### config.mk
export PLATFORM = sky130hd
export DESIGN_NAME = sram_sync
export DESIGN_NICKNAME = d
export VERILOG_FILES = /design/src/rtl/sram_sync.sv
export SDC_FILE = /design/constraint.sdc
export NUM_CORES = 2
export LEC_CHECK = 0
export ABC_AREA = 1
export BUFFER_PORTS_ARGS = -buffer_cell sky130_fd_sc_hd__buf_4
export CAP_MARGIN = 5
export CORE_MARGIN = 5
export CORE_UTILIZATION = 35
export CTS_CLUSTER_DIAMETER = 200
export CTS_CLUSTER_SIZE = 40
export DETAILED_ROUTE_END_ITERATION = 7
export MAX_ROUTING_LAYER = met4
export PLACE_DENSITY = 0.52
export SLEW_MARGIN = 20
export SYNTH_ARGS = -nofsm -noshare
export SYNTH_HDL_FRONTEND = slang
export SYNTH_SLANG_ARGS = --single-unit
### constraint.sdc
create_clock -name clk -period 8.3 [get_ports clk]
set_clock_uncertainty 0.2 [all_clocks]
set_input_delay 1.66 -clock clk [delete_from_list [all_inputs] [get_ports clk]]
set_output_delay 1.66 -clock clk [all_outputs]
set_load 0.01 [all_outputs]
### src/rtl/sram_sync.sv
// Synchronous single-port SRAM with handshake requests and an init sweep.
// Define SRAM_PARITY_EN to store and check an even-parity bit per word.
module sram_sync #(
  parameter int DATA_WIDTH    = 16,
  parameter int ADDR_WIDTH    = 8,
  parameter int RAM_DEPTH     = 256,
  parameter int PRELOAD_ADDR0 = 50,
  parameter int PRELOAD_VAL0  = 115,
  parameter int PRELOAD_ADDR1 = 242,
  parameter int PRELOAD_VAL1  = 120
) (
  input  logic                  clk,
  input  logic                  reset,
  input  logic                  req_valid,
  output logic                  req_ready,
  input  logic                  req_write,
  input  logic [ADDR_WIDTH-1:0] req_address,
  input  logic [DATA_WIDTH-1:0] req_wdata,
  output logic                  rsp_valid,
  output logic [DATA_WIDTH-1:0] rsp_data,
  input  logic                  clear,
  output logic                  busy,
  output logic                  parity_err
);

`ifdef SRAM_PARITY_EN
  localparam int MW = DATA_WIDTH + 1;
`else
  localparam int MW = DATA_WIDTH;
`endif

  localparam logic [ADDR_WIDTH-1:0] LAST =
    ADDR_WIDTH'(RAM_DEPTH - 1);
  localparam logic [ADDR_WIDTH-1:0] PA0 =
    ADDR_WIDTH'(PRELOAD_ADDR0);
  localparam logic [ADDR_WIDTH-1:0] PA1 =
    ADDR_WIDTH'(PRELOAD_ADDR1);
  localparam logic [DATA_WIDTH-1:0] PV0 =
    DATA_WIDTH'(PRELOAD_VAL0);
  localparam logic [DATA_WIDTH-1:0] PV1 =
    DATA_WIDTH'(PRELOAD_VAL1);

  typedef enum logic {INIT, READY} state_e;

  state_e                state_q;
  logic [ADDR_WIDTH-1:0] cnt_q;
  logic                  rsp_valid_q;
  logic [DATA_WIDTH-1:0] rsp_data_q;

  logic [MW-1:0]         mem [RAM_DEPTH];

  logic                  in_range;
  logic                  accept;
  logic                  rd_acc;
  logic                  we;
  logic [ADDR_WIDTH-1:0] waddr;
  logic [DATA_WIDTH-1:0] wdata;
  logic [MW-1:0]         wword;
  logic [MW-1:0]         rword;
  logic [DATA_WIDTH-1:0] rsp_data_d;

  assign busy      = (state_q == INIT);
  assign req_ready = (state_q == READY) && !clear;
  assign accept    = req_valid && req_ready;
  assign rd_acc    = accept && !req_write;
  assign in_range  =
    {1'b0, req_address} < (ADDR_WIDTH + 1)'(RAM_DEPTH);

  // The sweep owns the write port for the whole of INIT.
  always_comb begin
    we    = 1'b0;
    waddr = req_address;
    wdata = req_wdata;
    if (state_q == INIT) begin
      we    = 1'b1;
      waddr = cnt_q;
      if (cnt_q == PA0)      wdata = PV0;
      else if (cnt_q == PA1) wdata = PV1;
      else                   wdata = '0;
    end else begin
      we = accept && req_write && in_range;
    end
  end

`ifdef SRAM_PARITY_EN
  assign wword = {^wdata, wdata};
`else
  assign wword = wdata;
`endif

  always_ff @(posedge clk) begin
    if (we && !reset) mem[waddr] <= wword;
  end

  assign rword      = mem[req_address];
  assign rsp_data_d = in_range ? rword[DATA_WIDTH-1:0] : '0;

  always_ff @(posedge clk or posedge reset) begin
    if (reset) begin
      state_q     <= INIT;
      cnt_q       <= '0;
      rsp_valid_q <= 1'b0;
      rsp_data_q  <= '0;
    end else begin
      rsp_valid_q <= rd_acc;
      if (rd_acc) rsp_data_q <= rsp_data_d;
      unique case (state_q)
        INIT: begin
          if (cnt_q == LAST) begin
            state_q <= READY;
            cnt_q   <= '0;
          end else begin
            cnt_q <= cnt_q + 1'b1;
          end
        end
        READY: begin
          if (clear) begin
            state_q <= INIT;
            cnt_q   <= '0;
          end
        end
        default: state_q <= INIT;
      endcase
    end
  end

  assign rsp_valid = rsp_valid_q;
  assign rsp_data  = rsp_data_q;

`ifdef SRAM_PARITY_EN
  logic perr_q;
  always_ff @(posedge clk or posedge reset) begin
    if (reset) perr_q <= 1'b0;
    else if (rd_acc) perr_q <= in_range && (^rword);
    else perr_q <= 1'b0;
  end
  assign parity_err = perr_q;
`else
  assign parity_err = 1'b0;
`endif

endmodule

Word-level counts from Yosys, hierarchy flattened
Memories as Yosys holds them, arrays and structs flattened. A register that Yosys moved wholly into a read port is not among the register bits.
Cells that the tools add are included.
Storage, ports and cells
  register bits after elaboration: 10
  RAM bits: 4096
  input bits: 29
  output and inout bits: 20
  word-level logic and storage cells: 31
  memories kept: 1
Cells by class
  $add $sub $neg: 1
  equal/unequal tests: 4
  muxes and demuxes: 13
  bitwise logic cells: 1
  reductions and logical operators: 8
Memory list
  mem: depth 256, bits a word 16, rd ports 1, clocked after memory_dff 1, write ports 1, RTL line 50  | logic [MW-1:0] mem [RAM_DEPTH];
Operators by type and width (number)
  $mux 8: 3
  $eq 8x8->1 const B: 2
  $mux 16: 1
  $pmux 8 s2: 1
  $mux 7: 2
  $add 8x1->8 const B: 1
  $eq 8x6->1 const B: 1
  $logic_and 1x1->1: 5
  $mux 1: 5
  $logic_not 1->1: 3
  $ne 2x2->1 const B: 1
  $pmux 1 s2: 1
  $not 1->1: 1

Longest topological paths before layout
  depth after elaboration: 8
  gate-level depth with buffers: 15
  mapped depth without buffers: 11

Worst setup path before layout
No wires, ideal clock.
  path type: input -> register
  from: input req_wdata[4]
  to: memory mem[0][4] (netlist name), data pin
  library setup time: 0.823 ns
  data arrival time: 4.700 ns
  required time: 7.277 ns
  path slack: 2.577 ns
  stages: 2
  buffers on the path: 0
  path through: nand2_1 nand2_1
Between the ends
  cells in the longest elaborated chain, start to end: 1
Ends and longest elaborated chain
  start: declaration: RTL line 18  | input logic [DATA_WIDTH-1:0] req_wdata,
  $mux 16: RTL line 74  | if (state_q == INIT) begin
  via wdata[4]: RTL line 57  | logic [DATA_WIDTH-1:0] wdata;
  end: declaration: RTL line 50
The timed path passes the listed nets, and every way through them passes these cells.

==> impl_metrics.csv <==
group,metric,value,unit
status,status,"complete, no violations",
placed_design,preCtsSetupSlack,2.525,ns
cts,clock-sinks,4122,
sta,fmax,202.0,MHz
yosys,synth_area,167100,sq um
floorplan,design.core.area,475100,sq um
placed_design,dp_cells,19632,
floorplan,ios,49,
setup_path,crit_top_cell,"nand3_1",
job,maxCapViolations,0,
grt,track_usage,20.48,%
yosys,postSynthCellCount,13717,
grt,first_global_vias,96551,
cells_and_area,layout-drive-gt1-share,5.027,%
yosys,synth.area.top_cells,"edfxtp_1 (74%), nand3_1 (12%), nand2_1 (9.4%)",
cells_and_area,fin_util,37.29,%
cells_and_area,final_cell_area,177200,sq um
detailed_routing,routedWlPerCell,25.60,um
yosys,synthAdderAreaFrac,0.01498,%
yosys,synth_top_family_by_area,"simple AND/OR/NAND/NOR gates",
yosys,ys_seq_area_share,74.01,%
sta,setup_slack,3.349,ns
cts,ctsHoldBuffers,0,
cts,clk_pin_slew,0.16,ns
cts,tritoncts,"built",
detailed_routing,wl_met2,231.3,mm
hold_path,hold_path_class,"register to register",
floorplan,die_w,700.9,um
cts,cts_buffers,117,
setup_path,crit_chain,"buf_16 -> inv_16 -> buf_4 -> buf_4 -> nand2_1 -> nand3_1 -> nand3_1 -> nand3_1 -> nand3_1 -> nand3_1 -> nand3_1 -> nand3_1 -> nand3_1 -> nand2_1",
floorplan,rows,253,
detailed_routing,drt_pass1_iterations,8,
setup_path,ff2ff_path_depth,9,
sta,fin_crit,4.951,ns
detailed_routing,ant_nets,0,
cells_and_area,fin_cells,19812,
detailed_routing,routed_via_density,5.311,
cts,ctsRootBufferMaster,"clkbuf_16",
yosys,yosysTopAreaCellShare,73.62,%
yosys,synthMuxAreaShare,0,%
grt,overflow,0,
setup_path,worstSetupPathType,"primary input to register",
sta,maxSlewHeadroom,15.84,%
sta,period_share,59.65,%
setup_path,cp_slowest_stage_delay,0.72,ns
cells_and_area,fillCellCount,45811,
setup_path,cp-start-kind,"primary input",
setup_path,crit_path_end_kind,"register",
setup_path,crit_buf_inv,4,
yosys,post_synth_xor_area_fraction,0.005242,%
yosys,ys_warn_count,0,
cells_and_area,area_growth,6.067,%
grt,antenna_found_initial,24,
floorplan,die_h,700.9,um
yosys,synth_simple_gate_area_share,22.36,%
placed_design,placed_area,174000,sq um
setup_path,crit_family,"buffers and inverters",
setup_path,cp.arrival,5.68,ns
cts,h-tree-depth,3,
grt,grt_pass1_wl,725.0,mm
placed_design,gp_congestion,0.8436,
yosys,postSynthAreaPerCell,12.18,sq um
yosys,yosysTopAreaCell,"edfxtp_1",
detailed_routing,finalWirelength,507.2,mm
sta,worst_slew_pin_slew,1.258,ns
placed_design,place_hpwl,282.6,mm
detailed_routing,wl_met3,35.47,mm
yosys,synthesis.nets,13748,
pwr,max-vdd-ir-drop,0.2075,mV
cells_and_area,final_nets,13407,
setup_path,critical_path_depth,14,
setup_path,crit_fanout,196,
yosys,ys_types,31,
yosys,synth-compound-area-share,0.08687,%
sta,hold_violations,0,
setup_path,critPathRequiredTime,9.03,ns
setup_path,slowest_stage,"inv_16",
pwr,power_density,198.8,nW/um^2
cts,cts_resized,0,
cts,clockBufferDepth,4,
detailed_routing,wl_met1,226.5,mm
yosys,ys_ff_latch,4122,
pwr,total_power,35.23,mW
floorplan,initial_core_util,35.16,%
detailed_routing,drc,0,
hold_path,worstHoldPathCells,1,
sta,rsz0062_at_grt,"no",
sta,whs,0.3899,ns
floorplan,die-area,491300,sq um
cts,post-cts-setup-buffers,0,
sta,setup_viol,0,
cts,clkLatencyLatePin,0.99,ns
detailed_routing,first_iter_violations,13220,
detailed_routing,vias,105220,
sta,slew_viol_final,0,
pwr,p_leak,60.56,nW
sta,setup_tns,0,ns
grt,grt_max_degree,197,
detailed_routing,dr.max_layer_used,"met4",
placed_design,numPortBuffers,47,
-- routing by layer --
layer	up-vias	track usage [%]
li1	47885	-
met1	53104	29.74
met2	3786	30.85
met3	445	2.279
met4	0	5.008
met5	-	-
-- cell usage after synthesis (all sizes together) --
cell type / count
buf: 850
nand4: 1
conb: 1
nor3: 2
o22ai: 4
clkbuf: 94
a21oi: 5
nand3: 4082
nand2: 4205
a32o: 1
dfrtp: 26
and2: 1
xor2: 1
inv: 45
ha: 2
nor2: 287
o21ai: 10
o31ai: 2
edfxtp: 4096
o32ai: 1
nor4: 1
-- worst reg2reg max path: stages (launching register included) --
cell and delay, ns:
dfrtp_1 0.46, inv_1 0.13, ha_1 0.15, inv_1 0.04, nor4_1 0.37, nand3_1 0.55
and2_1 0.47, nand2_4 0.50, buf_4 0.69, buf_4 0.60
-- sequential cells by signal (all words and copies together), names as in the netlist --
signal	count
cnt_q	8
mem	4096
rsp_data	16
rsp_valid	1
state_q	1
-- final timing paths --
kind | startpoint | endpoint | slack, ns
setup / recovery | req_address[0] | rsp_data[2]$_DFFE_PP0P_ | 3.35
hold / removal | cnt_q[6]$_DFFE_PP0P_ | cnt_q[6]$_DFFE_PP0P_ | 0.39
setup reg to reg | cnt_q[0]$_DFFE_PP0P_ | mem[113][6]$_DFFE_PP_ | 3.78
hold reg to reg | cnt_q[6]$_DFFE_PP0P_ | cnt_q[6]$_DFFE_PP0P_ | 0.39
max in group asynchronous | reset | rsp_data[9]$_DFFE_PP0P_ | 6.69
min in group asynchronous | reset | cnt_q[0]$_DFFE_PP0P_ | 0.66
-- report_power, final --
part           internal [mW]  switching, mW
sequential              23.0         0.0932
clock                   2.70           6.07
combinational          0.708           2.65
total                   26.4           8.81
-- final cells by class --
cell class | instances | area (sq um) | area share, %
Sequential cell | 4122 | 123700 | 69.78
Multi-Input combinational cell | 8606 | 37690 | 21.27
Tap cell | 6375 | 7976 | 4.501
Timing Repair Buffer | 484 | 4342 | 2.450
Clock buffer | 168 | 3162 | 1.784
Inverter | 45 | 297.8 | 0.1680
Clock inverter | 3 | 58.81 | 0.03319
Antenna cell | 9 | 22.52 | 0.01271
-- placed cells by master (no fill, tap or decap), types with 2 or more instances in the layout --
cell,count
dfrtp_1,25
o22ai_1,4
inv_8,12
nand2_4,6
a21oi_1,4
nand3_1,4082
diode_2,9
nor2_2,17
buf_6,2
ha_1,2
o31ai_1,2
nor3_1,2
buf_4,425
inv_6,2
buf_8,4
nand2_2,18
nand2_1,4181
o21ai_0,10
inv_2,2
nor2_1,262
edfxtp_1,4096
inv_16,3
nor2_4,8
buf_12,52
clkbuf_1,49
clkbuf_16,119
inv_1,27
-- cell families (layout without fill, tap and decap cells) --
logic type,after synthesis,after routing
AND/OR/NAND/NOR,8579,8579
flip-flops,4122,4122
buffers and inverters,989,700
AO/OA/AOI/OAI,23,23
adder cells (fa/ha/maj),2,2
other,1,10
XOR/XNOR,1,1
Note: power is estimated with default switching activity, not from simulation.
